--- src/rtl/pipe_shifter.sv ---
//-----------------------------------------------------------------------------
// pipe_shifter
//
// Pipelined shift/rotate unit. Each operation passes through one log-shifter
// stage per cycle. Stage k moves the operand by 2^k positions when bit k of
// the shift amount is set. A registered output stage follows the last shifter
// stage. All stages and the output register share a single advance enable,
// so a stalled consumer freezes the whole pipe and blocks new input.
//
// Parameters:
//   WIDTH   data width; power of two, 4..64
//   SHW     $clog2(WIDTH); shift-amount width and number of shifter stages
//
// Ports:
//   clk        in   rising-edge clock
//   reset_n    in   synchronous active-low reset; empties the pipe
//   in_valid   in   operation offered
//   in_ready   out  operation accepted when in_valid && in_ready
//   in_data    in   operand
//   in_amt     in   shift amount, 0..WIDTH-1
//   in_op      in   00 SLL, 01 SRL, 10 SRA, 11 ROR
//   out_valid  out  result available
//   out_ready  in   result consumed when out_valid && out_ready
//   out_data   out  result
//   out_carry  out  last bit moved out (0 for a zero amount)
//   out_zero   out  out_data == 0
//
// Build option:
//   PIPE_SHIFTER_ROTATE_EN  when defined, op 11 rotates right; otherwise the
//                           wrap logic is left out and op 11 behaves as SRL.
//-----------------------------------------------------------------------------
module pipe_shifter #(
    parameter  int WIDTH = 8,
    localparam int SHW   = $clog2(WIDTH)
) (
    input  logic             clk,
    input  logic             reset_n,
    input  logic             in_valid,
    output logic             in_ready,
    input  logic [WIDTH-1:0] in_data,
    input  logic [SHW-1:0]   in_amt,
    input  logic [1:0]       in_op,
    output logic             out_valid,
    input  logic             out_ready,
    output logic [WIDTH-1:0] out_data,
    output logic             out_carry,
    output logic             out_zero
);

    localparam logic [1:0] OP_SLL = 2'b00;
    localparam logic [1:0] OP_SRL = 2'b01;
    localparam logic [1:0] OP_SRA = 2'b10;
    localparam logic [1:0] OP_ROR = 2'b11;

    // One shifter step by a fixed distance sh (1 <= sh < WIDTH).
    // Returns {carry, data}; carry is the last bit moved out by this step.
    function automatic logic [WIDTH:0] shift_step(
        input logic [WIDTH-1:0] d,
        input logic [1:0]       op,
        input int               sh
    );
        logic [WIDTH-1:0] w_hi_out;
        logic [WIDTH-1:0] w_lo_out;
        logic [WIDTH-1:0] w_res;
        logic             w_cy;
        // bit 0 of these holds d[WIDTH-sh] and d[sh-1] respectively
        w_hi_out = d >> (WIDTH - sh);
        w_lo_out = d >> (sh - 1);
        case (op)
            OP_SLL: begin
                w_res = d << sh;
                w_cy  = w_hi_out[0];
            end
            OP_SRA: begin
                w_res = $signed(d) >>> sh;
                w_cy  = w_lo_out[0];
            end
`ifdef PIPE_SHIFTER_ROTATE_EN
            OP_ROR: begin
                // the bit wrapped into the MSB is the last one moved out
                w_res = (d >> sh) | (d << (WIDTH - sh));
                w_cy  = w_lo_out[0];
            end
`endif
            default: begin
                // SRL, and ROR when rotate support is not built
                w_res = d >> sh;
                w_cy  = w_lo_out[0];
            end
        endcase
        return {w_cy, w_res};
    endfunction

    logic w_en;

    // Shifter stage registers. op/amt are only needed by later stages, so the
    // last stage does not carry them.
    logic             r_vld_p  [SHW];
    logic [WIDTH-1:0] r_data_p [SHW];
    logic             r_cy_p   [SHW];
    logic [1:0]       r_op_p   [SHW-1];
    logic [SHW-1:0]   r_amt_p  [SHW-1];

    logic             r_out_vld;
    logic [WIDTH-1:0] r_out_data;
    logic             r_out_cy;

    // Everything advances together unless a valid result is waiting on a
    // consumer that is not ready.
    assign w_en     = !r_out_vld || out_ready;
    assign in_ready = w_en;

    for (genvar k = 0; k < SHW; k++) begin : g_stage
        logic             w_vld_in;
        logic [WIDTH-1:0] w_data_in;
        logic [1:0]       w_op_in;
        logic             w_cy_in;
        logic             w_amt_bit;
        logic [WIDTH:0]   w_step;

        // ---- stage k input: from the ports for k=0, else from stage k-1 ----
        if (k == 0) begin : g_first
            assign w_vld_in  = in_valid;
            assign w_data_in = in_data;
            assign w_op_in   = in_op;
            assign w_cy_in   = 1'b0;
            assign w_amt_bit = in_amt[0];
        end else begin : g_next
            assign w_vld_in  = r_vld_p[k-1];
            assign w_data_in = r_data_p[k-1];
            assign w_op_in   = r_op_p[k-1];
            assign w_cy_in   = r_cy_p[k-1];
            assign w_amt_bit = r_amt_p[k-1][k];
        end

        assign w_step = shift_step(w_data_in, w_op_in, 1 << k);

        always_ff @(posedge clk) begin
            if (!reset_n) begin
                r_vld_p[k]  <= 1'b0;
                r_data_p[k] <= '0;
                r_cy_p[k]   <= 1'b0;
            end else if (w_en) begin
                r_vld_p[k] <= w_vld_in;
                if (w_amt_bit) begin
                    r_data_p[k] <= w_step[WIDTH-1:0];
                    r_cy_p[k]   <= w_step[WIDTH];
                end else begin
                    r_data_p[k] <= w_data_in;
                    r_cy_p[k]   <= w_cy_in;
                end
            end
        end

        if (k < SHW - 1) begin : g_ctl
            always_ff @(posedge clk) begin
                if (!reset_n) begin
                    r_op_p[k]  <= OP_SLL;
                    r_amt_p[k] <= '0;
                end else if (w_en) begin
                    r_op_p[k] <= w_op_in;
                    if (k == 0) begin
                        r_amt_p[k] <= in_amt;
                    end else begin
                        r_amt_p[k] <= r_amt_p[k-1];
                    end
                end
            end
        end
    end

    // ---- output stage: registered copy of the last shifter stage ----
    always_ff @(posedge clk) begin
        if (!reset_n) begin
            r_out_vld  <= 1'b0;
            r_out_data <= '0;
            r_out_cy   <= 1'b0;
        end else if (w_en) begin
            r_out_vld  <= r_vld_p[SHW-1];
            r_out_data <= r_data_p[SHW-1];
            r_out_cy   <= r_cy_p[SHW-1];
        end
    end

    assign out_valid = r_out_vld;
    assign out_data  = r_out_data;
    assign out_carry = r_out_cy;
    assign out_zero  = (r_out_data == '0);

endmodule

--- config.mk ---
export PLATFORM = sky130hd
export DESIGN_NAME = pipe_shifter
export DESIGN_NICKNAME = d
export VERILOG_FILES = /design/src/rtl/pipe_shifter.sv
export SDC_FILE = /design/constraint.sdc
export NUM_CORES = 1
export LEC_CHECK = 0
export CORE_UTILIZATION = 59
export DETAILED_ROUTE_END_ITERATION = 16
export GPL_ROUTABILITY_DRIVEN = 0
export PLACE_DENSITY = 0.88
export SYNTH_ARGS = -nofsm -noshare
export SYNTH_HDL_FRONTEND = slang
export SYNTH_SLANG_ARGS = --single-unit
--- constraint.sdc ---
create_clock -name clk -period 4.2 [get_ports clk]
set_clock_uncertainty 0.1 [all_clocks]
set_input_delay 1.05 -clock clk [delete_from_list [all_inputs] [get_ports clk]]
set_output_delay 1.05 -clock clk [all_outputs]
set_load 0.05 [all_outputs]
# Word level (Yosys, flattened, before mapping)
# Memory sizes are Yosys's and may differ from the RTL's. A register that Yosys moved wholly into a read port is not among the register bits.
# Index checks and enable logic that the tools add are counted.
dict set report word_totals {
  mem_bits_rw 40
  ff_bits 0
  memories 5
  wordCells 89
}
# memory words width read_ports rd_ports_with_merged_regs wr line_no
set memory_table {}
lappend memory_table {r_data_p 3 8 3 1 3 99} ;# logic [WIDTH-1:0] r_data_p [SHW];
lappend memory_table {r_amt_p 2 3 2 0 2 102} ;# logic [SHW-1:0] r_amt_p [SHW-1];
lappend memory_table {r_op_p 2 2 2 0 2 101} ;# logic [1:0] r_op_p [SHW-1];
lappend memory_table {r_cy_p 3 1 3 1 3 100} ;# logic r_cy_p [SHW];
lappend memory_table {r_vld_p 3 1 3 1 3 98} ;# logic r_vld_p [SHW];
dict set report classes {
  n_mux 53
  bitwise_logic 19
  reduce_logical 9
  n_eq_ne 3
}
# cell n
set op_table {}
lappend op_table {{$mux W8} 6}
lappend op_table {{$pmux W8 S2} 3}
lappend op_table {{$mux W1} 40}
lappend op_table {{$or A1 B1 Y1} 19}
lappend op_table {{$logic_not A8 Y1} 1}
lappend op_table {{$eq A2 B2 Y1 const B} 3}
lappend op_table {{$logic_not A2 Y1} 3}
lappend op_table {{$mux W3} 2}
lappend op_table {{$logic_not A1 Y1} 4}
lappend op_table {{$mux W2} 2}
lappend op_table {{$logic_or A1 B1 Y1} 1}

# Logic depth before layout (Yosys ltp)
dict set report depth {
  ltp_word 7
  ltp_mapped 6
}

# Worst setup path after synthesis
# No wires, ideal clock.
dict set report synth_timing {
  kind {reg-to-output}
  from {reg r_out_data[1] (netlist: out_data[1]) (read register of r_data_p)}
  to {out out_zero}
  setup_slack_ps 1346
  t_arrival_ps 1704
  path_stages_with_launch 3
  path_cell_list {dfxtp_1 > or4_1 > nor2_1}
}
dict set report synth_via {
  elab_chain_len 1
}
# item line_no
set synth_rtl {}
lappend synth_rtl {{start, declared} 105} ;# logic [WIDTH-1:0] r_out_data;
lappend synth_rtl {{$logic_not A8 Y1} 188} ;# assign out_zero = (r_out_data == '0);
lappend synth_rtl {{end, declared} 47} ;# output logic out_zero
# Every way passes these cells.

# Final worst setup path
dict set report layout_timing {
  from {in out_ready}
  to {out in_ready}
}
dict set report layout_via {
  elab_chain_len 1
}
# item line_no
set layout_rtl {}
lappend layout_rtl {{start, declared} 44} ;# input logic out_ready,
lappend layout_rtl {{$logic_or A1 B1 Y1} 110} ;# assign w_en = !r_out_vld || out_ready;
lappend layout_rtl {{end, declared} 39} ;# output logic in_ready,
# Every way passes these cells.

==> impl_metrics.ini <==
[clocking]
cts_setup_buffers = 0
cts_hold_buf = 0
insertion_delay_ps = 300
path_clk_slew_ps = 80
cts_buffers = 5
cts_buffer_depth = 2
cts_max_level = 2
clkSinkCount = 47
cts.repair.resized = 0
cts-root-buf = clkbuf_8
cts_tree = built

[placement]
port_buffers = 28
place_hpwl_mm = 2.933
placed_area_mm2 = 0.002531

[finish]
fill_cells = 268
stdcell_area_mm2 = 0.002613
multi_input_area_um2 = 870.8
nets = 245
fin_util = 0.7136
area_growth_pct = 15.68
seqCellArea_mm2 = 0.001291
layout-drive-gt1-share = 0.06987
antennaDiodeCount = 0

[yosys]
syn_nets = 221
synth_top_area_frac = 0.4654
syn_area_per_cell_um2 = 11.07
yosys.area.top_type = edfxtp_1
ys_seq_area_frac = 0.5717
syn-cell-area_mm2 = 0.002258
syn_inst = 204
ys_types = 35
synth_warnings = 0
ys_seq_elements = 47
synthTopCellsByArea = edfxtp_1, dfxtp_1, mux2i_1

[detailed_routing]
routed_wl_mm = 4.001
ant_nets = 0
vias_per_cell = 5.617
routedWlPerCell_um = 14.44
dr.pass1.iters = 4
drc = 0
via_count = 1556
initialDrtViolationCount = 57

[power_and_ir_drop]
powerDensity_mw_per_mm2 = 356.6
max-vdd-ir-drop_mv = 0.2304
finalPower_w = 0.0009316
p_leak_nw = 0.9723

[grt]
grt_first_pass_wirelength_mm = 6.617
overflow = 0
grt_antenna_before_repair = 0
grt_pass1_vias = 1555
grt_usage = 0.2164
grt_max_degree = 27

[floorplan]
die-height_um = 63.87
core_mm2 = 0.003661
die_w_um = 63.87
rows = 22
io_pins = 29
initial_utilization = 0.6169
die_area_mm2 = 0.004079

[sta]
tightest_slew_ps = 650.2
setup_viol_count_final = 0
rsz0062_at_grt = no
hold_viol = 0
fin_crit_ps = 3257
timing.hold.ws_ps = 367.7
maxSlewViolCount = 0
relSlewSlack = 0.5652
fin_crit_sh = 0.7754
fmax_ghz = 0.3071
finalSetupTns_ps = 0

[worst_hold_path]
hold_class = reg2reg

[critical_path]
cp_cell_sequence = clkdlybuf4s50_1 -> nor2b_1 -> inv_6 -> buf_4
crit_type = in2out
required_ps = 3050
worstPathArrival_ps = 2110
setup.worst_path.start_class = input port
cp_slowest_stage_delay_ps = 400
crit_fanout = 22
critPathSlowestCell = clkdlybuf4s50_1
cp-end-kind = output port

[run_status]
status = finished, final reports clean

[flow_run]
max-cap-violations = 0
[flip-flops by register name, indices dropped and copies added, names as in the netlist]
signal,cells
out_carry,1
r_amt_p,3
r_data_p,24
out_valid,1
out_data,8
r_vld_p,3
r_op_p,4
r_cy_p,3
[synthesized netlist by cell type]
library cell	count
o211a_1	1
inv_6	1
a21boi_0	10
a21oi_1	9
nand3b_1	2
inv_1	2
a31oi_1	1
o211ai_1	4
nand2_4	1
nor2_8	1
clkbuf_1	2
or4_1	2
nand3_1	7
and3_1	8
nand2b_1	8
buf_2	6
clkbuf_2	1
nand2_1	30
and2b_2	1
o21a_1	2
o31a_1	1
nor2b_1	1
or2_4	1
mux2i_1	13
and3_2	1
buf_6	2
nor2_1	17
nor3b_1	1
a21o_1	1
buf_4	2
nor2_4	1
o21ai_0	3
dfxtp_1	12
edfxtp_1	35
a211oi_1	14
[metrics by stage]
stage / std cells / worst slack (ps)
2_1_floorplan: 204 / 1346
3_3_place_gp: 269 / 950.6
3_5_place_dp: 269 / 945.4
4_1_cts: 277 / 937.1
5_1_grt: 277 / 879.5
6_report: 277 / 943.2
[cells by family after synthesis]
family	count (synthesis)	synth area share
DFF	47	0.5717
muxes	13	0.05762
AOI/OAI and AO/OA	46	0.1407
buffers and inverters	16	0.04266
and+or+nand+nor	82	0.1873
[worst max-delay path, delay by kind of cell]
kind,cells,cell delay [ps]
buf+inv,3,760
simple gates,1,300
[area by class of cell]
cell class	instances	area share
Inverter	3	0.006226
Timing Repair Buffer	30	0.1121
Sequential cell	47	0.4943
Tap cell	48	0.02299
Multi-Input combinational cell	141	0.3333
Clock inverter	1	0.001916
Clock buffer	7	0.02921
[placed cells by master, fill, tap and decap left out, types with 3 or more instances in the layout]
cell type        count
a21oi_1              9
a211oi_1            14
nand2_1             30
o21ai_0              3
a21boi_0            10
dfxtp_1             12
edfxtp_1            35
clkdlybuf4s50_1     27
nand2b_1             8
mux2i_1             13
o211ai_1             4
buf_4                3
nor2_1              17
nand3_1              7
clkbuf_8             5
and3_1               8
[where the power goes]
group          internal (W)  switching (W)
Sequential         0.000527      0.0000218
Clock              0.000117       0.000146
Combinational     0.0000544      0.0000656
[layer usage]
metal	up-vias	GRT usage	share of wire
met5	-	0	0
met4	0	0.1080	0.021
met3	7	0.03929	0.028
met2	38	0.4428	0.59
met1	724	0.1957	0.36
li1	787	-	-
[final timing paths]
path | end | from | slack, ps | cells past startpoint
setup reg to reg | r_data_p[0][1] | out_valid | 2560 | 3
setup / recovery | in_ready | out_ready | 940 | 4
hold / removal | out_carry | out_carry | 370 | 2
hold reg to reg | out_carry | out_carry | 370 | 2
(Power assumes the default switching activity.)
==> RTL change: new RTL, config.mk and constraints unchanged <==
Add a define of `PIPE_SHIFTER_ROTATE_EN`.
--- a/src/rtl/pipe_shifter.sv
+++ b/src/rtl/pipe_shifter.sv
@@ -30,4 +30,6 @@
 //                           wrap logic is left out and op 11 behaves as SRL.
 //-----------------------------------------------------------------------------
+`define PIPE_SHIFTER_ROTATE_EN
+
 module pipe_shifter #(
     parameter  int WIDTH = 8,
Behaviour: not the same (Yosys sat finds a counterexample within 10 cycles, from zero or initial values and one cycle with reset_n low).
==> RTL change against the unedited design <==
Wire length rose by 2.2%; total power rose by 1.5%; synthesized area rose by 3.1%; via count rose by 4.8%; final area rose by 2.9%; utilization rose by 0.96 points; sequential cell count did not move; worst setup slack improved by 45 ps; first-iteration DRC count rose by 54%.
==> RTL change: results (changes against the unedited design) <==
| Metric | Value |
|---|---|
| Maximum fanout along the worst path | `3 (-86%)` |
| IO Port Bufs | `28 (unchanged)` |
| Area of placed instances | `0.00260 mm² (+2.7%)` |
| Synth top cells by count | `35 x edfxtp_1, 30 x nand2_1, 16 x nor2_1` |
| Mapped cell area | `0.00233 mm² (+3.1%)` |
| Worst hold margin | `368 ps (+0.524 ps)` |
| GRT met3 Usage | `0.0634 (+0.0241)` |
| Fraction of registers with async set/reset | `0 (unchanged)` |
| Peak VDD IR | `0.227 mV (-1.6%)` |
| Worst rel slew slack | `0.530 (-0.0347)` |
| Root Driver | `clkbuf_8` |
| Number of global-route vias before repair | `1,605 (+3.2%)` |
| Layout cells sized above 1 | `0.121 (+0.0508)` |
| Routed len/inst | `14.6 µm (+1.2%)` |
| Largest net degree at the start of global routing | `27 (unchanged)` |
| Hold path startpoint | `r_vld_p[2]` |
| Switch share | `0.258 (+0.00821)` |
| Reg2reg start | `out_valid` |
| Vias | `1,631 (+4.8%)` |
| Number of synthesis warnings | `0 (unchanged)` |
| Worst-skew pair later-pin latency | `310 ps` |
| Drt initial violations | `88 (+54%)` |
| H-tree depth | `2 (unchanged)` |
| Top reg by flops | `r_data_p` |
| Slowest CP cell | `clkdlybuf4s50_1` |
| Worst Path Arrival | `2060 ps (-50 ps)` |
| Hold crit path type | `flop to flop` |
| R2r setup slk | `2630 ps (+70 ps)` |
| Top cells by area, synth | `edfxtp_1 45%, dfxtp_1 10%, mux2i_1 5.2%` |
| Sequential area share after synthesis | `0.555 (-0.0172)` |
| Slowest stage delay, CP | `800 ps (+400 ps)` |
| M1 GR Usage | `0.215 (+0.0195)` |
| First-pass GRT wire length | `6900 µm (+4.3%)` |
| Largest delay share family, worst path | `buffers and inverters` |
| Ys flop type | `edfxtp_1` |
| Overall Global Routing Usage | `0.226 (+0.00933)` |
| Post-CTS sizing | `0 (unchanged)` |
| M2 GR Usage | `0.445 (+0.00249)` |
| Clk buf depth | `2 (unchanged)` |
| Post-CTS Setup Repair Bufs | `0 (unchanged)` |
| Antenna violations before repair | `0 (unchanged)` |
| Drt first pass iters | `4 (unchanged)` |
| Status | `complete, no violations` |
| EDFF count, synth | `35 (unchanged)` |
| P_leak | `0.973 nW (about the same)` |
| Reg clk slew, reported paths | `80 ps (about the same)` |
| Final #Nets | `248 (+1.2%)` |
| Netlist cell types | `39 (+11%)` |
| # diodes | `0 (unchanged)` |
| Worst setup startpoint | `out_data[5]` |
| Syn Nets | `226 (+2.3%)` |
| Dpl hpwl | `2940 µm (+0.20%)` |
-- RTL change: cell types whose count changed after synthesis, sizes merged, moves of 2 or more --
cell   before  now
nor2b       1    3
nand4       0    2
a31oi       1    4
a21oi       9    7
-- RTL change: power by group through the flow --
stage               sequential, mW  clock, mW  combinational (mW)
CTS                          0.552      0.268               0.130
detailed placement           0.562          0               0.129
floorplan                    0.564          0              0.0826
global route                 0.555      0.292               0.140
finish                       0.552      0.265               0.129
global placement             0.560          0               0.125
-- RTL change: path summary, 6_finish.rpt --
check	endpoint	cells after the start
setup / recovery	out_zero	3
hold / removal	r_vld_p[2]	2
setup reg to reg	r_cy_p[0]	3
hold reg to reg	r_vld_p[2]	2
-- RTL change: layout make-up --
type                       count  area (µm²)
sequential                    47        1290
fill                         267        1030
multi-input combinational    144         941
timing repair buffer          30         293
clock buffer                   5        68.8
tap                           48        60.1
clock inverter                 3        20.0
inverter                       3        13.8
-- RTL change: cells by family (layout without fill, tap and decap cells) --
kind of cell	after synthesis	in the layout	share of synthesized area
and+or+nand+nor	83	83	0.181
AOI/OAI and AO/OA	47	47	0.161
DFF	47	47	0.555
buffers and inverters	18	41	0.0414
muxes	13	13	0.0580
xor gates and xnor gates	1	1	0.00376
-- RTL change: worst reg2reg max path, cell delays in order, from the launching register on --
cell and delay (ps):
dfxtp_1 330, nor2b_1 250, buf_4 280, nand2_1 270
-- RTL change: through the flow --
step | util | std cells | worst slack [ps] | power, mW
finish | 0.723 | 280 | 989 | 0.946
global route | 0.723 | 280 | 896 | 0.987
CTS | 0.723 | 280 | 980 | 0.949
detailed placement | 0.699 | 272 | 1000 | 0.691
global placement | 0.699 | 272 | 997 | 0.685
floorplan | - | 209 | 1350 | 0.647
-- RTL change: routing by layer --
metal | vias up | share of wire
li1 | 805 | -
met1 | 779 | 0.38
met2 | 42 | 0.57
met3 | 5 | 0.041
met4 | 0 | 0.016
met5 | - | 0
